==> config.mk <==
export PLATFORM = sky130hd
export DESIGN_NAME = pipeline_skid_reg_flat
export DESIGN_NICKNAME = d
export VERILOG_FILES = /design/src/rtl/pipeline_skid_reg_pkg.sv /design/src/rtl/pipeline_skid_reg_if.sv /design/src/rtl/pipeline_skid_reg_skid_slot.sv /design/src/rtl/pipeline_skid_reg.sv /design/src/flat_wrapper.sv
export SDC_FILE = /design/constraint.sdc
export NUM_CORES = 1
export LEC_CHECK = 0
export ABC_AREA = 1
export CAP_MARGIN = 10
export CORE_ASPECT_RATIO = 1.75
export CORE_MARGIN = 2
export CORE_UTILIZATION = 43
export CTS_CLUSTER_SIZE = 28
export DETAILED_ROUTE_END_ITERATION = 10
export PLACE_DENSITY = 0.76
export SLEW_MARGIN = 20
export SYNTH_ARGS = -nofsm -noshare
export SYNTH_HDL_FRONTEND = slang
export SYNTH_SLANG_ARGS = --single-unit
==> constraint.sdc <==
create_clock -name clk -period 2.59 [get_ports clk]
set_input_delay 0.259 -clock clk [delete_from_list [all_inputs] [get_ports clk]]
set_output_delay 0.259 -clock clk [all_outputs]
set_load 0.05 [all_outputs]
==> src/rtl/pipeline_skid_reg_pkg.sv <==
// -----------------------------------------------------------------------------
// gpu_pipe_pkg
// Shared types and constants for the elastic pipeline register.
//   skid_state_t     : per-slot occupancy state (EMPTY / ONE / TWO)
//   PIPE_MAX_STAGES  : largest supported STAGES value
//   occ_width()      : bit width of the occupancy counter for a given STAGES
// -----------------------------------------------------------------------------
package gpu_pipe_pkg;

  localparam int unsigned PIPE_MAX_STAGES = 8;

  typedef enum logic [1:0] {
    EMPTY = 2'd0,
    ONE   = 2'd1,
    TWO   = 2'd2
  } skid_state_t;

  // Each slot holds up to two beats, so the counter must represent 0..2*stages.
  function automatic int unsigned occ_width(input int unsigned stages);
    return $clog2(2 * stages + 1);
  endfunction

endpackage : gpu_pipe_pkg

==> src/rtl/pipeline_skid_reg_if.sv <==
// -----------------------------------------------------------------------------
// pipeline_skid_reg_if
// Valid/ready handshake bundle for both sides of the elastic pipeline register.
//   in_valid / in_data / in_ready    : upstream (producer) side
//   out_valid / out_data / out_ready : downstream (consumer) side
// Modports:
//   master : the environment (drives upstream beats, drives downstream ready)
//   slave  : the pipeline register itself
// -----------------------------------------------------------------------------
interface pipeline_skid_reg_if #(
  parameter int unsigned WIDTH = 32
);

  logic             in_valid;
  logic [WIDTH-1:0] in_data;
  logic             in_ready;
  logic             out_valid;
  logic [WIDTH-1:0] out_data;
  logic             out_ready;

  modport master (
    output in_valid,
    output in_data,
    output out_ready,
    input  in_ready,
    input  out_valid,
    input  out_data
  );

  modport slave (
    input  in_valid,
    input  in_data,
    input  out_ready,
    output in_ready,
    output out_valid,
    output out_data
  );

endinterface : pipeline_skid_reg_if

==> src/rtl/pipeline_skid_reg_skid_slot.sv <==
// -----------------------------------------------------------------------------
// skid_slot
// One skid-buffered pipeline slot: a main register (the output) plus a skid
// register that catches the beat accepted in the cycle downstream stalls.
// Upstream ready is purely registered (it is just "skid not full").
// Ports:
//   clk, rst_n : clock, asynchronous active-low reset
//   i_flush    : synchronous flush to EMPTY, overrides any transfer
//   i_valid, i_data, o_ready : upstream handshake
//   o_valid, o_data, i_ready : downstream handshake
// Optional macro PIPE_SKID_DATA_CLEAR_EN: data registers reset/flush to zero
// and o_data is forced to zero while o_valid is low.
// -----------------------------------------------------------------------------
module skid_slot
  import gpu_pipe_pkg::*;
#(
  parameter int unsigned WIDTH = 32
) (
  input  logic             clk,
  input  logic             rst_n,
  input  logic             i_flush,
  input  logic             i_valid,
  input  logic [WIDTH-1:0] i_data,
  output logic             o_ready,
  output logic             o_valid,
  output logic [WIDTH-1:0] o_data,
  input  logic             i_ready
);

  skid_state_t      r_state;
  skid_state_t      w_state_nxt;
  logic [WIDTH-1:0] r_main;
  logic [WIDTH-1:0] r_skid;
  logic [WIDTH-1:0] w_main_nxt;
  logic [WIDTH-1:0] w_skid_nxt;
  logic             w_in_xfer;
  logic             w_out_xfer;

  assign o_ready    = (r_state != TWO);
  assign o_valid    = (r_state != EMPTY);
  assign w_in_xfer  = i_valid && o_ready;
  assign w_out_xfer = o_valid && i_ready;

`ifdef PIPE_SKID_DATA_CLEAR_EN
  assign o_data = o_valid ? r_main : '0;
`else
  assign o_data = r_main;
`endif

  always_comb begin
    w_state_nxt = r_state;
    w_main_nxt  = r_main;
    w_skid_nxt  = r_skid;
    if (i_flush) begin
      w_state_nxt = EMPTY;
`ifdef PIPE_SKID_DATA_CLEAR_EN
      w_main_nxt  = '0;
      w_skid_nxt  = '0;
`endif
    end else begin
      unique case (r_state)
        EMPTY: begin
          if (w_in_xfer) begin
            w_state_nxt = ONE;
            w_main_nxt  = i_data;
          end
        end
        ONE: begin
          if (w_in_xfer && w_out_xfer) begin
            w_main_nxt = i_data;
          end else if (w_out_xfer) begin
            w_state_nxt = EMPTY;
          end else if (w_in_xfer) begin
            // Downstream stalled this cycle: park the new beat in the skid.
            w_state_nxt = TWO;
            w_skid_nxt  = i_data;
          end
        end
        TWO: begin
          if (w_out_xfer) begin
            w_state_nxt = ONE;
            w_main_nxt  = r_skid;
          end
        end
        default: w_state_nxt = EMPTY;
      endcase
    end
  end

  always_ff @(posedge clk or negedge rst_n) begin
    if (!rst_n) begin
      r_state <= EMPTY;
    end else begin
      r_state <= w_state_nxt;
    end
  end

`ifdef PIPE_SKID_DATA_CLEAR_EN
  always_ff @(posedge clk or negedge rst_n) begin
    if (!rst_n) begin
      r_main <= '0;
      r_skid <= '0;
    end else begin
      r_main <= w_main_nxt;
      r_skid <= w_skid_nxt;
    end
  end
`else
  // Data path carries no reset; only the state flops decide validity.
  always_ff @(posedge clk) begin
    r_main <= w_main_nxt;
    r_skid <= w_skid_nxt;
  end
`endif

endmodule : skid_slot

==> src/rtl/pipeline_skid_reg.sv <==
// -----------------------------------------------------------------------------
// pipeline_skid_reg
// Elastic pipeline register: STAGES chained skid slots carrying a WIDTH-bit
// payload under valid/ready, full throughput, registered upstream ready,
// synchronous flush and a beat occupancy counter.
// Parameters:
//   WIDTH  : payload width (>= 1)
//   STAGES : number of chained slots (1..PIPE_MAX_STAGES)
// Ports:
//   clk, rst_n : clock, asynchronous active-low reset
//   flush      : synchronous flush of every slot; input beat that cycle dropped
//   bus        : handshake bundle (slave modport), in_* upstream, out_* downstream
//   occupancy  : beats currently held, 0..2*STAGES
// Optional macro PIPE_SKID_DATA_CLEAR_EN: data registers reset and flush to
// zero and out_data reads zero while out_valid is low.
// -----------------------------------------------------------------------------
module pipeline_skid_reg
  import gpu_pipe_pkg::*;
#(
  parameter int unsigned WIDTH  = 32,
  parameter int unsigned STAGES = 1
) (
  input  logic                           clk,
  input  logic                           rst_n,
  input  logic                           flush,
  pipeline_skid_reg_if.slave             bus,
  output logic [occ_width(STAGES)-1:0]   occupancy
);

  localparam int unsigned OccW = occ_width(STAGES);

  // Chain nodes: index k is the input side of slot k, index STAGES is the output.
  logic             w_valid [STAGES+1];
  logic             w_ready [STAGES+1];
  logic [WIDTH-1:0] w_data  [STAGES+1];

  assign w_valid[0]      = bus.in_valid;
  assign w_data[0]       = bus.in_data;
  assign bus.in_ready    = w_ready[0];
  assign bus.out_valid   = w_valid[STAGES];
  assign bus.out_data    = w_data[STAGES];
  assign w_ready[STAGES] = bus.out_ready;

  for (genvar k = 0; k < STAGES; k++) begin : g_slot
    skid_slot #(
      .WIDTH (WIDTH)
    ) u_slot (
      .clk     (clk),
      .rst_n   (rst_n),
      .i_flush (flush),
      .i_valid (w_valid[k]),
      .i_data  (w_data[k]),
      .o_ready (w_ready[k]),
      .o_valid (w_valid[k+1]),
      .o_data  (w_data[k+1]),
      .i_ready (w_ready[k+1])
    );
  end

  logic            w_in_xfer;
  logic            w_out_xfer;
  logic [OccW-1:0] r_occ;
  logic [OccW-1:0] w_occ_nxt;

  assign w_in_xfer  = bus.in_valid && bus.in_ready;
  assign w_out_xfer = bus.out_valid && bus.out_ready;

  always_comb begin
    w_occ_nxt = r_occ;
    if (flush) begin
      w_occ_nxt = '0;
    end else begin
      w_occ_nxt = r_occ + OccW'(w_in_xfer) - OccW'(w_out_xfer);
    end
  end

  always_ff @(posedge clk or negedge rst_n) begin
    if (!rst_n) begin
      r_occ <= '0;
    end else begin
      r_occ <= w_occ_nxt;
    end
  end

  assign occupancy = r_occ;

  a_stages_range: assert property (@(posedge clk)
    (STAGES >= 1) && (STAGES <= PIPE_MAX_STAGES));

  a_occ_bound: assert property (@(posedge clk) disable iff (!rst_n)
    r_occ <= OccW'(2 * STAGES));

endmodule : pipeline_skid_reg

==> src/flat_wrapper.sv <==
// flat-port wrapper written by rule: the top's interface ports become plain ports
module pipeline_skid_reg_flat import gpu_pipe_pkg::*;
#(
  parameter int unsigned WIDTH  = 32,
  parameter int unsigned STAGES = 1
)
  (clk, rst_n, flush, occupancy, bus_in_valid, bus_in_data, bus_out_ready, bus_in_ready, bus_out_valid, bus_out_data);
  pipeline_skid_reg_if #(.WIDTH(WIDTH)) bus_i ();
  input  logic clk;
  input  logic rst_n;
  input  logic flush;
  output logic [occ_width(STAGES)-1:0] occupancy;
  input wire logic [$bits(bus_i.in_valid)-1:0] bus_in_valid;
  input wire logic [$bits(bus_i.in_data)-1:0] bus_in_data;
  input wire logic [$bits(bus_i.out_ready)-1:0] bus_out_ready;
  output wire logic [$bits(bus_i.in_ready)-1:0] bus_in_ready;
  output wire logic [$bits(bus_i.out_valid)-1:0] bus_out_valid;
  output wire logic [$bits(bus_i.out_data)-1:0] bus_out_data;
  assign bus_i.in_valid = bus_in_valid;
  assign bus_i.in_data = bus_in_data;
  assign bus_i.out_ready = bus_out_ready;
  assign bus_in_ready = bus_i.in_ready;
  assign bus_out_valid = bus_i.out_valid;
  assign bus_out_data = bus_i.out_data;
  pipeline_skid_reg #(.WIDTH(WIDTH), .STAGES(STAGES)) u_core (.clk(clk), .rst_n(rst_n), .flush(flush), .bus(bus_i), .occupancy(occupancy));
endmodule
* Word-level counts from Yosys, hierarchy flattened *
Index checks and enable logic that the tools add are counted.

storage, ports and cells
  flip-flop bits (word level) = 68
  bits in latches = 0
  memory bits (writable) = 0
  memory bits (read-only) = 0
  input bits = 37
  output and inout port bits = 36
  memories = 0

operators by class
  $add $sub $neg = 2
  multiply operators = 0
  div/mod/pow operators = 0
  magnitude comparators = 0
  equality and inequality tests = 10
  shifts and indexed selects = 0
  muxes and demuxes = 12
  bitwise gates (word level) = 3
  reduce and logical (&&, ||, !) cells = 9

operator list
  kind                number
  $mux 32             3
  $pmux 32 s3         1
  $mux 2              7
  $reduce_and 5->1    2
  $ne 3x3->1 const B  3
  $ne 2x2->1 const B  4
  $pmux 2 s3          1
  $ne 4x4->1 const B  1
  $reduce_and 4->1    1
  $logic_and 1x1->1   3
  $not 1->1           3
  $reduce_bool 3->1   1
  $add 2x1->2         1
  $eq 2x1->1 const B  1
  $eq 2x2->1 const B  1
  $logic_not 2->1     1
  $reduce_bool 2->1   1
  $sub 2x1->2         1

* Logic depth before layout (Yosys ltp) *
  word-level depth = 7
  gate-level depth with buffers = 9
  mapped depth without buffers = 9

* Cells and area by module *
A second synthesis with hierarchy kept.

second synthesis, totals
  cells, all modules = 150
  area, all modules = 2761.4 um2

modules (own cells, without submodules)
  module             times used  cells an instance  area each (um2)
  skid_slot          1           130                2620.0
  pipeline_skid_reg  1           20                 141.4

* Worst setup path after synthesis *
No wires, ideal clock.

  path kind = reg2reg
  start = register u_core.g_slot[0].u_slot.r_state[0]
  end = register u_core.g_slot[0].u_slot.r_main[0], enable pin
  data arrival time = 2.400 ns
  path slack = -0.242 ns
  stages on the path, launching flop included = 5
  buffers on the path = 1
  path through = dfrtp_1 > inv_2 > nand2_4 > buf_4 > a21oi_1

between the ends
  longest elaborated chain between the ends = 5
  elaborated cells on any way between the ends = 13
  those cells by class = eq/ne (6); reduce/logical (7)

RTL lines
  item                                   RTL line                            text
  start: declaration                     pipeline_skid_reg_skid_slot.sv:30   skid_state_t r_state;
  start signal: assignment               pipeline_skid_reg_skid_slot.sv:94   r_state <= w_state_nxt;
  $ne 2x2->1 (*)                         pipeline_skid_reg_skid_slot.sv:39   assign o_ready = (r_state != TWO);
  named net bus_in_ready                 flat_wrapper.sv:16                  output wire logic [$bits(bus_i.in_ready)-1:0] bus_in_ready;
  $logic_and 1x1->1 (*)                  pipeline_skid_reg_skid_slot.sv:41   assign w_in_xfer = i_valid && o_ready;
  $logic_and 1x1->1                      pipeline_skid_reg_skid_slot.sv:69   if (w_in_xfer && w_out_xfer) begin
  $ne 2x2->1 (no source line)            --
  $reduce_and 5->1 (no source line) (*)  --
  end signal: assignment                 pipeline_skid_reg_skid_slot.sv:111  r_main <= w_main_nxt;
  end: declaration                       pipeline_skid_reg_skid_slot.sv:32   logic [WIDTH-1:0] r_main;

The timed path passes the listed nets; every way through them passes the cells marked *.
A chain may end at the register's enable or synchronous reset.

* Worst setup path in the final report *
  start = register u_core.g_slot[0].u_slot.r_state[0]
  end = output bus_in_ready

between the ends
  longest elaborated chain between the ends = 1

RTL lines
  item              RTL line
  $ne 2x2->1        pipeline_skid_reg_skid_slot.sv:39
  end: declaration  flat_wrapper.sv:16

No other way between the ends.

==> impl_results.md <==
- Clock sinks: 68
- Global-route wire length before repair: 7.845 mm
- Met1 wire length: 1.795 mm
- Placement Setup Slack: 0.5706 ns
- Antenna diode count: 0
- Post-synth ARST share: 5.882%
- Syn nets: 251
- Largest stage delay, worst path: 0.82 ns
- Max clock buf depth: 2
- TNS Setup: 0 ns
- Synth Flop Type: edfxtp_1
- Hold bufs inserted after CTS: 0
- Synth Cell Area: 2638 sq um
- Critical Path End Type: primary output
- F_max: 482.6 MHz
- Total Power: 2.454 mW
- RSZ-0062 raised after global routing: false
- Total global routing overflow: 0
- Minimum clock period: 2.072 ns
- Final #Nets: 331
- Initial Util: 44.51%
- TritonCTS clock tree: yes
- Initial antenna violation count: 0
- Worst hold path type: primary input to asynchronous set/reset pin
- Static leakage: 1.435 nW
- Skew final: 0.008689 ns
- Final Max Tran Viols: 0
- Headroom to the max-slew limit: 63.95%
- Remaining antenna violation count: 0
- Fin crit share: 80.01%
- Max-cap violations: 0
- Slew @ Worst Pin: 0.5391 ns
- Post-synth cell types: 16
- Final non-filler cell total: 376
- Critical Path RT: 2.33 ns
- Initial DRC Count: 83
- Setup CP Type: register to primary output
- Ranking of synthesized cells by area: edfxtp_1, nand2_1, dfrtp_1, inv_1, buf_6
- H-tree depth: 3
- Post-DP HPWL: 3.637 mm
- Placed Cells: 360
- Die area: 6801 sq um
- Post-route setup slack: 0.5178 ns
- Peak VDD IR: 0.0004508 V
- Vias in the first global route: 1710
- Port Buf Inserts: 72
- Seq cells post-synth: 68
- Die height: 107.6 microns
- Worst Path Max Fanout: 11
- Status: finished clean
- Critical-path cell list: inv_2, nand2_4, clkdlybuf4s50_1
- # IOs: 73
- All-Layer GR Usage: 15.98%
- Cts repair resizes: 0
- Core Region: 5926 sq um
- Slowest cell on the critical path: clkdlybuf4s50_1
- Drt first pass iters: 5
- Clk slew on worst S/H paths: 0.07 ns
- Rows: 37
- Skew-Pair Late Insertion Delay: 0.33 ns
- Chip width: 63.21 microns
- Pwr per Cell Area: 676.7 nW/um^2
- DR top layer: met4
- Placer's final routability congestion estimate: 0.7551
- Syn_area_per_cell: 12.38 sq um
- Setup Buffers After CTS: 0
- # setup viols final: 0
- Number of synthesized flops with an enable pin: 64
- CTS buffer count: 9
- Leading cell type by number of instances after synthesis: nand2_1
- Startpoint types: register
- Syn. warnings: 0
- Most frequent cells after synthesis: nand2_1, edfxtp_1, inv_1
- Routed via count: 1722
- DRC Markers: 0
- Vias per Instance: 4.580
- Largest net degree at the start of global routing: 33
- Root Buffer: clkbuf_8
- Arrival time at the worst endpoint: 1.81 ns
- DRT Wirelength: 5.079 mm
- Share of layout cells above drive strength 1: 7.047%
- Final hold vios: 0
- Met2 WL: 2.810 mm
- Area growth from synthesis to layout: 37.48%
- Sequential-to-total area share from yosys stat: 76.66%
- Wire length per cell: 13.51 microns
- Largest area contributor in the netlist: edfxtp_1
- Top-area cell type share of the netlist area: 72.87%
- Syn Inst Count: 213
- Metal3 WL: 312 microns
==> per-stage QoR <==
| stage | instance area, sq um | hold WS, ns | util (%) |
|---|---|---|---|
| floorplan | 2641 | -0.03659 | - |
| global placement | 3466 | 0.4838 | 58.49 |
| detailed placement | 3466 | 0.4835 | 58.49 |
| CTS | 3626 | 0.1147 | 61.19 |
| global route | 3626 | 0.1215 | 61.19 |
| finish | 3626 | 0.1336 | 61.19 |
==> flip-flops by register name (all words and copies together) (netlist names) <==
register / cells
u_core.occupancy: 2
u_core.g_slot.u_slot.r_skid: 32
u_core.g_slot.u_slot.r_state: 2
u_core.g_slot.u_slot.o_data: 32
==> cell usage in the layout, fill, tap and decap left out, drive strengths merged <==
cell type	n
nand2	108
clkdlybuf4s50	72
edfxtp	64
inv	13
clkbuf	11
nor2	6
o21ai	4
nand3	4
dfrtp	4
clkinv	4
buf	3
a21oi	1
xnor2	1
nand4	1
ha	1
clkinvlp	1
==> final timing paths <==
kind / cells after the start / start / to / slack [ns]
hold / removal: 1 / rst_n / u_core.occupancy[1] / 0.13
max in group asynchronous: 1 / rst_n / u_core.g_slot[0].u_slot.r_state[1] / 2.28
setup / recovery: 3 / u_core.g_slot[0].u_slot.r_state[0] / bus_in_ready / 0.52
hold reg to reg: 2 / u_core.g_slot[0].u_slot.r_skid[16] / u_core.g_slot[0].u_slot.o_data[16] / 0.51
min in group clk: 2 / u_core.g_slot[0].u_slot.r_skid[16] / u_core.g_slot[0].u_slot.o_data[16] / 0.51
setup reg to reg: 9 / u_core.g_slot[0].u_slot.r_state[0] / u_core.occupancy[1] / 0.80
==> final cells by class <==
| type | count | area (sq um) |
|---|---|---|
| Fill cell | 519 | 2300 |
| Sequential cell | 68 | 2022 |
| Timing Repair Buffer | 75 | 768.2 |
| Multi-Input combinational cell | 126 | 529.3 |
| Clock buffer | 11 | 131.4 |
| Tap cell | 78 | 97.59 |
| Inverter | 13 | 48.80 |
| Clock inverter | 5 | 28.78 |
==> power by group <==
group / leakage, nW / internal [mW] / switching, mW
Sequential: 0.639 / 1.28 / 0.0257
Clock: 0.0784 / 0.341 / 0.362
Combinational: 0.717 / 0.165 / 0.284
==> cell families (layout without fill, tap and decap cells) <==
logic type                 count (synthesis)  after routing  share of synthesized area, %
xor gates and xnor gates                   1              1                        0.3321
buffers and inverters                     19            104                         3.985
AOI/OAI and AO/OA                          5              5                        0.9486
adders and majority gates                  1              1                        0.4743
and+or+nand+nor                          119            119                         17.60
DFF                                       68             68                         76.66
==> critical path, delay by kind of cell (launching register included) <==
| family | cells | cell delay [ns] |
|---|---|---|
| flip-flops | 1 | 0.43 |
| buffers and inverters | 2 | 0.91 |
| AND/OR/NAND/NOR | 1 | 0.13 |
==> routing by layer <==
metal | track usage [%] | vias up
li1 | - | 866
met1 | 15.07 | 776
met5 | 0 | -
met2 | 28.65 | 67
met3 | 5.649 | 13
met4 | 10.40 | 0
Note: power is estimated with default switching activity, not from simulation.
